--- src/rtl/bus_pkg.sv ---
// ----------------------------------------------------------------------------
// bus_pkg
// Shared definitions for the serial system bus ports. The master receive port
// and the slave transmit port both take their frame width from here, so the
// two ends of the link agree on the frame size.
//   bus_state_t         : receive-port state encoding (IDLE, WAIT_HS, RECEIVE)
//   BUS_DATA_WIDTH      : default bits per serial frame
//   BUS_TIMEOUT_CYCLES  : default handshake timeout, in clock edges
//   bitCntWidth()       : width of a bit counter that can count to w
// ----------------------------------------------------------------------------
package bus_pkg;

    typedef enum logic [1:0] {
        IDLE    = 2'd0,
        WAIT_HS = 2'd1,
        RECEIVE = 2'd2
    } bus_state_t;

    localparam int BUS_DATA_WIDTH     = 8;
    localparam int BUS_TIMEOUT_CYCLES = 255;

    // One extra bit over clog2 so the counter can hold the full width value
    // without wrapping inside a frame.
    function automatic int bitCntWidth(input int w);
        return $clog2(w) + 1;
    endfunction

endpackage

--- src/rtl/serial_shift_in.sv ---
// ----------------------------------------------------------------------------
// serial_shift_in
// LSB-first deserialiser with its own bit counter. Each load writes bit_i into
// word position count and advances the counter. Clear has priority over load
// and zeroes both the word and the counter.
// Ports:
//   clk, reset   : clock, asynchronous active-high reset
//   clear_i      : discard the partial word and restart at bit 0
//   load_i       : sample bit_i into the current bit position
//   bit_i        : serial input bit
//   assembled_o  : stored word with bit_i already merged at the current
//                  position, so the final bit is visible on the edge it is sampled
//   last_o       : the current position is the last bit of the frame
// ----------------------------------------------------------------------------
module serial_shift_in
    import bus_pkg::*;
#(
    parameter int DATA_WIDTH = BUS_DATA_WIDTH
)(
    input  logic                  clk,
    input  logic                  reset,
    input  logic                  clear_i,
    input  logic                  load_i,
    input  logic                  bit_i,
    output logic [DATA_WIDTH-1:0] assembled_o,
    output logic                  last_o
);

    localparam int CNT_W = bitCntWidth(DATA_WIDTH);

    logic [DATA_WIDTH-1:0] word_q;
    logic [DATA_WIDTH-1:0] word_d;
    logic [CNT_W-1:0]      count_q;
    logic [CNT_W-1:0]      count_d;
    logic [DATA_WIDTH-1:0] assembled;

    // Merge the incoming bit at the counter position, then pick next state.
    always_comb begin
        assembled = word_q;
        for (int i = 0; i < DATA_WIDTH; i++) begin
            if (count_q == CNT_W'(i)) begin
                assembled[i] = bit_i;
            end
        end

        word_d  = word_q;
        count_d = count_q;
        if (clear_i) begin
            word_d  = '0;
            count_d = '0;
        end else if (load_i) begin
            word_d  = assembled;
            count_d = count_q + CNT_W'(1);
        end
    end

    always_ff @(posedge clk or posedge reset) begin
        if (reset) begin
            word_q  <= '0;
            count_q <= '0;
        end else begin
            word_q  <= word_d;
            count_q <= count_d;
        end
    end

    assign assembled_o = assembled;
    assign last_o      = (count_q == CNT_W'(DATA_WIDTH - 1));

endmodule

--- src/rtl/master_in_port.sv ---
// ----------------------------------------------------------------------------
// master_in_port
// Master-side serial receive port. On a core request it raises master_ready,
// waits for slave_ready, then deserialises DATA_WIDTH bits LSB first. The
// slave's done strobe must coincide with the last bit; anything else is a
// framing error and the partial word is discarded.
// Optional build macro: MASTER_IN_TIMEOUT_EN adds a handshake timeout of
// TIMEOUT_CYCLES edges; without it WAIT_HS waits forever and timeout_err is 0.
// Ports:
//   clk, reset     : clock, asynchronous active-high reset
//   rx_start       : request one frame (only looked at in IDLE)
//   slave_ready    : slave has data to send
//   rx_data        : serial data bit from the slave
//   slave_tx_done  : slave marks its last bit
//   master_ready   : registered, high while waiting for the handshake
//   busy           : any state other than IDLE
//   data_out       : last good word, held until the next good frame
//   data_valid     : one-cycle pulse when data_out updates
//   frame_err      : one-cycle pulse on a framing violation
//   timeout_err    : one-cycle pulse on handshake timeout
// ----------------------------------------------------------------------------
module master_in_port
    import bus_pkg::*;
#(
    parameter int DATA_WIDTH = BUS_DATA_WIDTH
`ifdef MASTER_IN_TIMEOUT_EN
    ,
    parameter int TIMEOUT_CYCLES = BUS_TIMEOUT_CYCLES
`endif
)(
    input  logic                  clk,
    input  logic                  reset,
    input  logic                  rx_start,
    input  logic                  slave_ready,
    input  logic                  rx_data,
    input  logic                  slave_tx_done,
    output logic                  master_ready,
    output logic                  busy,
    output logic [DATA_WIDTH-1:0] data_out,
    output logic                  data_valid,
    output logic                  frame_err,
    output logic                  timeout_err
);

    bus_state_t            state_q;
    logic                  masterReady_q;
    logic [DATA_WIDTH-1:0] dataOut_q;
    logic                  dataValid_q;
    logic                  frameErr_q;

    logic                  handshake;
    logic                  shiftClear;
    logic                  shiftLoad;
    logic                  lastBit;
    logic [DATA_WIDTH-1:0] assembled;

    // The shift register restarts on the handshake edge and is discarded at
    // the end of every frame, good or bad, so no stale bits carry over.
    always_comb begin
        handshake  = (state_q == WAIT_HS) && slave_ready && masterReady_q;
        shiftLoad  = (state_q == RECEIVE);
        shiftClear = handshake || ((state_q == RECEIVE) && (lastBit || slave_tx_done));
    end

    serial_shift_in #(
        .DATA_WIDTH (DATA_WIDTH)
    ) u_shift (
        .clk         (clk),
        .reset       (reset),
        .clear_i     (shiftClear),
        .load_i      (shiftLoad),
        .bit_i       (rx_data),
        .assembled_o (assembled),
        .last_o      (lastBit)
    );

`ifdef MASTER_IN_TIMEOUT_EN
    localparam int TO_W = $clog2(TIMEOUT_CYCLES + 1);
    logic [TO_W-1:0] toCnt_q;
    logic            timeoutErr_q;
`endif

    // Control FSM. Pulses default low every edge so each lasts one cycle.
    // A handshake is checked before the timeout so it wins on a tie.
    always_ff @(posedge clk or posedge reset) begin
        if (reset) begin
            state_q       <= IDLE;
            masterReady_q <= 1'b0;
            dataOut_q     <= '0;
            dataValid_q   <= 1'b0;
            frameErr_q    <= 1'b0;
`ifdef MASTER_IN_TIMEOUT_EN
            toCnt_q       <= '0;
            timeoutErr_q  <= 1'b0;
`endif
        end else begin
            dataValid_q <= 1'b0;
            frameErr_q  <= 1'b0;
`ifdef MASTER_IN_TIMEOUT_EN
            timeoutErr_q <= 1'b0;
`endif
            case (state_q)
                IDLE: begin
                    if (rx_start) begin
                        state_q       <= WAIT_HS;
                        masterReady_q <= 1'b1;
`ifdef MASTER_IN_TIMEOUT_EN
                        toCnt_q       <= '0;
`endif
                    end
                end
                WAIT_HS: begin
                    if (handshake) begin
                        state_q       <= RECEIVE;
                        masterReady_q <= 1'b0;
                    end
`ifdef MASTER_IN_TIMEOUT_EN
                    else if (toCnt_q == TO_W'(TIMEOUT_CYCLES - 1)) begin
                        state_q       <= IDLE;
                        masterReady_q <= 1'b0;
                        timeoutErr_q  <= 1'b1;
                    end else begin
                        toCnt_q <= toCnt_q + TO_W'(1);
                    end
`endif
                end
                RECEIVE: begin
                    if (lastBit) begin
                        state_q <= IDLE;
                        if (slave_tx_done) begin
                            dataOut_q   <= assembled;
                            dataValid_q <= 1'b1;
                        end else begin
                            frameErr_q <= 1'b1;
                        end
                    end else if (slave_tx_done) begin
                        state_q    <= IDLE;
                        frameErr_q <= 1'b1;
                    end
                end
                default: begin
                    state_q       <= IDLE;
                    masterReady_q <= 1'b0;
                end
            endcase
        end
    end

    assign master_ready = masterReady_q;
    assign busy         = (state_q != IDLE);
    assign data_out     = dataOut_q;
    assign data_valid   = dataValid_q;
    assign frame_err    = frameErr_q;
`ifdef MASTER_IN_TIMEOUT_EN
    assign timeout_err  = timeoutErr_q;
`else
    assign timeout_err  = 1'b0;
`endif

endmodule

--- config.mk ---
export PLATFORM = sky130hd
export DESIGN_NAME = master_in_port
export DESIGN_NICKNAME = d
export VERILOG_FILES = /design/src/rtl/bus_pkg.sv /design/src/rtl/serial_shift_in.sv /design/src/rtl/master_in_port.sv
export SDC_FILE = /design/constraint.sdc
export NUM_CORES = 1
export LEC_CHECK = 0
export BUFFER_PORTS_ARGS = -buffer_cell sky130_fd_sc_hd__buf_2
export CELL_PAD_IN_SITES_DETAIL_PLACEMENT = 1
export CELL_PAD_IN_SITES_GLOBAL_PLACEMENT = 1
export CORE_ASPECT_RATIO = 2
export CORE_MARGIN = 2
export CORE_UTILIZATION = 40
export DETAILED_ROUTE_END_ITERATION = 7
export PLACE_DENSITY_LB_ADDON = 0.25
export SLEW_MARGIN = 20
export SYNTH_ARGS = -nofsm -noshare
export SYNTH_HDL_FRONTEND = slang
export SYNTH_SLANG_ARGS = --single-unit
--- constraint.sdc ---
create_clock -name clk -period 1.7 [get_ports clk]
set_clock_uncertainty 0.15 [all_clocks]
set_input_delay 0.17 -clock clk [delete_from_list [all_inputs] [get_ports clk]]
set_output_delay 0.17 -clock clk [all_outputs]
set_load 0.05 [all_outputs]
==> results of run 1 <==
[worst max-delay path: stages (launching register included)]
cell and delay [ns]:
dfrtp_1 0.42, ha_2 0.20, and3b_1 0.16, inv_1 0.07, ha_2 0.18, nand3b_1 0.14
or3b_1 0.40, a21oi_2 0.13
[path summary, 6_finish.rpt]
kind,from,end,slack [ns]
max,u_shift.count_q[1]$_DFFE_PP0P_,u_shift.count_q[2]$_DFFE_PP0P_,-0.22
min,rx_start,state_q[0]$_DFFE_PP0P_,0.03
max reg2reg,u_shift.count_q[1]$_DFFE_PP0P_,u_shift.count_q[2]$_DFFE_PP0P_,-0.22
min reg2reg,data_out[0]$_DFFE_PP0P_,data_out[0]$_DFFE_PP0P_,0.36
max in group asynchronous,reset,data_out[4]$_DFFE_PP0P_,0.81
min in group asynchronous,reset,data_out[7]$_DFFE_PP0P_,0.35
[layout make-up]
cell class              instances  area, um^2
clock buffers                   3        41.3
clock inverters                 1        30.0
fillers                       359        1330
inverters                       9        38.8
multi-input cells              71         734
flip-flops and latches         24         601
well taps                      31        38.8
repair buffers                 51         345
[routing by layer]
| metal | up-vias | routed length (um) | share of wire, % | global-route usage, % |
|---|---|---|---|---|
| li1 | 494 | - | - | - |
| met4 | 0 | 68 | 1.9 | 8.26 |
| met1 | 537 | 1300 | 36 | 21.6 |
| met5 | - | 0 | 0 | 0 |
| met2 | 20 | 2160 | 59 | 37.9 |
| met3 | 7 | 115 | 3.2 | 3.83 |
[repair_timing]
item,CTS,global route
hold endpoints to repair,25,0
gates resized for setup,16,11
pin swaps,3,2
hold buffers,2,0
cloned,0,0
endpoints found under the setup margin,15,17
buffers inserted,9,9
[power breakdown]
| part | switching, mW | internal [mW] | total, mW |
|---|---|---|---|
| clock | 0.195 | 0.315 | 0.510 |
| combinational | 0.493 | 0.586 | 1.08 |
| sequential | 0.0838 | 0.639 | 0.723 |
[flip-flops by register name, summed over array words and instances, names as in the netlist]
signal / flops
u_shift.count_q: 4
state_q: 2
master_ready: 1
data_valid: 1
u_shift.word_q: 7
data_out: 8
frame_err: 1
[cell families after synthesis]
kind of cell    after synthesis  synth area share (%)
compound gates               23                  12.4
buf+inv                      17                  7.73
mux                          16                  14.4
fa+ha+maj                     5                  4.71
flops                        24                  45.2
simple gates                 26                  15.2
other cells                   1                 0.282
[metrics by stage]
step / TNS [ns] / utilization (%) / setup slack [ns] / instances
2_1_floorplan: -0.456 / - / -0.0951 / 112
3_3_place_gp: -2.06 / 47.9 / -0.232 / 168
6_report: -2.11 / 57.9 / -0.218 / 190
5_1_grt: -3.73 / 57.9 / -0.345 / 190
3_5_place_dp: -2.64 / 47.9 / -0.265 / 168
4_1_cts: -2.00 / 54.8 / -0.208 / 182
[cells in the final DEF, fill, tap and decap left out, types with 2 or more instances in the layout]
cell type	synthesis	final
buf_4	3	32
dfrtp_1	24	24
buf_2	3	17
mux2_4	5	9
a22o_1	7	7
inv_1	9	7
o22ai_1	7	6
mux2i_1	6	5
nor3b_4	0	4
and3b_1	4	3
nor2_1	3	3
a21oi_1	4	3
ha_4	0	3
clkbuf_8	0	3
inv_4	0	2
nand3_1	2	2
ha_2	0	2
dlygate4sd3_1	0	2
==> metrics.txt, run 1 <==
outcome=finished, violations left; failing checks=setup timing; core region area=0.00316 mm^2; power density cells=1260 mW/mm^2; worst ir drop on vdd=769 uV; first-pass GRT wire length=5810 um; routed len/inst=~19 um; clock slew seen by the registers of the worst setup and hold paths=approximately 0.090 ns; root buffer cell=clkbuf_8; ratio of cells with drive above 1 in the final layout=approximately 53%; area share of the largest cell type after synthesis=45.2%; top-count cell post-synth=dfrtp_1; HPWL after DPL=2300 um; drt total wl=3640 um; crit end category=register; total chip power=~2.3 mW; Syn Inst Count=about 110; Seq/Total Area, Yosys=45.2%; I/O pin cnt=19; H-tree levels=1; Max Cap Violations=0; Vias/cell=5.57; total track usage=between 20 and 25%; port buffer count=17; Worst EP arrival=1.97 ns; final number of setup-violating endpoints=14; final setup margin=-0.218 ns; hold crit path type=input port to register; Slew Limit Fails=0; Worst Path Max Fanout=4; final hold vios=0; Post-Syn Area per Cell=11.9 um^2; WHS Path Cells=3; antenna violations before repair=0; CTS Sinks=24; largest net degree at the start of global routing=25; unrepaired setup endpoints after global routing=true; first drt pass iteration count=4; chip height=85.5 um; hold slack final=0.0261 ns; vias in the first global route=1197; Antenna diodes=0; Final Cycle Share=113%; synth top area cells=dfrtp_1 45%, mux2_4 5.7%, ha_1 4.7%; Congestion Overflow GR=0; worst slew pin tran=0.558 ns; clock latency on the worst-skew pair=about 0.27 ns; syn nets=123; row count=29; R2R cell count=7; Ys Warns=0; Fmax=522 MHz; chip width=44.7 um; post-synth top area cell=dfrtp_1; GP Congestion=0.797; Final nets=171; crit start category=register; die area=around 0.0038 mm^2; Initial Util=42.1%; WP data required=1.75 ns; most frequent cells after synthesis=24 x dfrtp_1, 9 x inv_1, 7 x a22o_1, 7 x o22ai_1, 6 x mux2i_1; Mapped Area=0.00133 mm^2; EDFF count, synth=0; CP Class=register to register; Initial DRC Count=12; DR vias=1058; asr flop ratio synth=100%; max_slew headroom=62.8%; CTS tree=built; Leak Pwr=~0.88 nW; post-route cell area=0.00183 mm^2; synthesis-stage register bit count=24; Num CTS Buffers=3; clock buffer depth=2; min Tclk post-route=1.92 ns; Unique masters post-synth=36; Area after DPL=approximately 0.0015 mm^2; DR DRC count=0; Most used DFF post-synth=dfrtp_1; Antenna Violating Nets Remaining=0; Syn-to-layout area delta=37.8%
(Power assumes the default switching activity.)
==> run 2: changes to the inputs <==
--- a/config.mk
+++ b/config.mk
@@ -9,7 +9,7 @@
 export CELL_PAD_IN_SITES_DETAIL_PLACEMENT = 1
 export CELL_PAD_IN_SITES_GLOBAL_PLACEMENT = 1
 export CORE_ASPECT_RATIO = 2
-export CORE_MARGIN = 2
+export CORE_MARGIN = 5
 export CORE_UTILIZATION = 40
 export DETAILED_ROUTE_END_ITERATION = 7
 export PLACE_DENSITY_LB_ADDON = 0.25
==> run 2 against run 1 <==
Effect of this change:
- the flow still finishes with violations (setup timing)
- hold slack worse by 0.016 ns
- sequential cell count stayed put
- combinational power is 9% higher
- die area is 21% higher
- cell area is 4.4% higher
- sequential power is 2% lower
- highest routed layer unchanged
- non-clock buffer count is 5 higher
- count of clock-buffer cells in the layout stayed put
- global-route usage is 3.7 points lower
==> metrics.txt, run 2 (synthesis results as in run 1) <==
outcome=finished, violations left; failing checks=setup timing; R2R Setup Slk=-0.20 ns; first drt pass iteration count=4; chip width=roughly 51 um; antenna violations before repair=0; Congestion Overflow GR=0; Vias/cell=between 5 and 6; Initial Util=41.6%; Max Cap Violations=0; total chip power=~2.4 mW; Worst Path Max Fanout=3; drt total wl=3810 um; Slew Limit Fails=0; ratio of cells with drive above 1 in the final layout=54.9%; hold slack final=0.00978 ns; Worst EP arrival=roughly 2 ns; Non-Filler Instances=195; max reg flops=8; Fmax=~530 MHz; total track usage=17.0%; vias in the first global route=around 1.3k; Antenna Violating Nets Remaining=0; final hold vios=0; Placed Cells=172; Initial DRC Count=11; Hold Path End=state_q[0]$_DFFE_PP0P_; core region area=about 0.0032 mm^2; port buffer count=17; WP data required=roughly 1.8 ns; commonest cells after routing, fill and taps aside=31 x buf_4, 23 x dfrtp_1, 16 x buf_2, 10 x mux2_4; DR vias=about 1.1k; startpoint of the worst hold path=rx_start; die area=about 0.0046 mm^2; unrepaired setup endpoints after global routing=true; first-pass GRT wire length=between 6000 and 7000 um; Antenna diodes=0; RR Endpoint=u_shift.count_q[2]$_DFFE_PP0P_; Reg2Reg Launch Point=u_shift.count_q[0]$_DFFE_PP0P_; GP Congestion=0.833; root buffer cell=clkbuf_8; CTS Sinks=24; I/O pin cnt=19; largest net degree at the start of global routing=25; Leak Pwr=roughly 0.92 nW; Num CTS Buffers=3; WHS Path Cells=3; final setup margin=-0.200 ns; H-tree levels=1; CTS tree=built; DR DRC count=0; row count=29; Layout fillers=approximately 350; worst ir drop on vdd=794 uV; Final nets=176; R2R cell count=7; power density cells=1260 mW/mm^2; routed len/inst=19.5 um; Final Cycle Share=112%; clock buffer depth=2; crit start category=register; HPWL after DPL=roughly 2400 um; clock slew seen by the registers of the worst setup and hold paths=0.09 ns; clock latency on the worst-skew pair=around 0.28 ns; crit end category=register; hold crit path type=input port to register; CP Class=register to register; final number of setup-violating endpoints=14; commonest non-fill, non-tap cell in the layout=buf_4; chip height=approximately 90 um; Syn-to-layout area delta=43.8%; min Tclk post-route=approximately 1.9 ns
run 2: changes by cell type in the layout (fill, tap and decap cells not counted), sizes merged:
cell	before	now
buf	49	53
clkbuf	3	4
run 2: stage by stage:
stage | setup slack (ns) | cell area (um^2) | utilization [%] | TNS [ns]
after global placement | -0.143 | 1540 | 48.3 | -1.48
final | -0.200 | 1910 | 59.8 | -1.91
after floorplan | -0.0951 | 1340 | - | -0.456
after detailed placement | -0.238 | 1540 | 48.3 | -2.32
after global routing | -0.290 | 1910 | 59.8 | -3.43
after CTS | -0.190 | 1800 | 56.5 | -1.69
run 2: layout make-up:
| cell class | count | area, um^2 | area share [%] |
|---|---|---|---|
| Sequential cell | 24 | 602 | 31.5 |
| Tap cell | 31 | 38.8 | 2.03 |
| Timing Repair Buffer | 56 | 408 | 21.4 |
| Inverter | 9 | 41.3 | 2.16 |
| Multi-Input combinational cell | 71 | 748 | 39.2 |
| Clock inverter | 1 | 30.0 | 1.57 |
| Clock buffer | 3 | 41.3 | 2.16 |
run 2: critical path, cell delays in order, from the launching register on:
cell	delay (ns)
dfrtp_1	0.42
ha_2	0.19
and3b_1	0.17
inv_2	0.08
ha_4	0.14
nand3b_1	0.14
or3b_1	0.43
a21oi_2	0.12
run 2: worst max path at each step:
stage | from | to | slack (ns)
2_1_floorplan | u_shift.count_q[1]$_DFFE_PP0P_ | u_shift.count_q[2]$_DFFE_PP0P_ | -0.1
3_3_place_gp | u_shift.count_q[0]$_DFFE_PP0P_ | u_shift.count_q[0]$_DFFE_PP0P_ | -0.14
3_5_place_dp | u_shift.count_q[0]$_DFFE_PP0P_ | u_shift.count_q[0]$_DFFE_PP0P_ | -0.24
4_1_cts | u_shift.count_q[1]$_DFFE_PP0P_ | u_shift.count_q[0]$_DFFE_PP0P_ | -0.19
5_1_grt | u_shift.count_q[0]$_DFFE_PP0P_ | u_shift.count_q[2]$_DFFE_PP0P_ | -0.29
6_report | u_shift.count_q[0]$_DFFE_PP0P_ | u_shift.count_q[2]$_DFFE_PP0P_ | -0.20
run 2: routing by layer:
layer	part of all wire, %	global-route usage, %	vias up
li1	-	-	500
met3	2.5	2.62	10
met1	35	16.3	548
met2	59	31.5	21
met4	2.8	10.2	0
met5	0	0	-
run 2: what timing repair did:
item,in CTS,in global routing
setup endpoints to repair,15,20
gates resized for setup,21,15
hold buffers,2,0
setup buffers,10,8
hold endpoints to repair,25,0
pin swaps,7,6
run 2: where the power goes:
group          total, mW  internal (mW)  switching (mW)  leakage [nW]
Sequential         0.710          0.641          0.0687         0.312
Combinational       1.18          0.648           0.535         0.575
Clock              0.516          0.316           0.200        0.0357
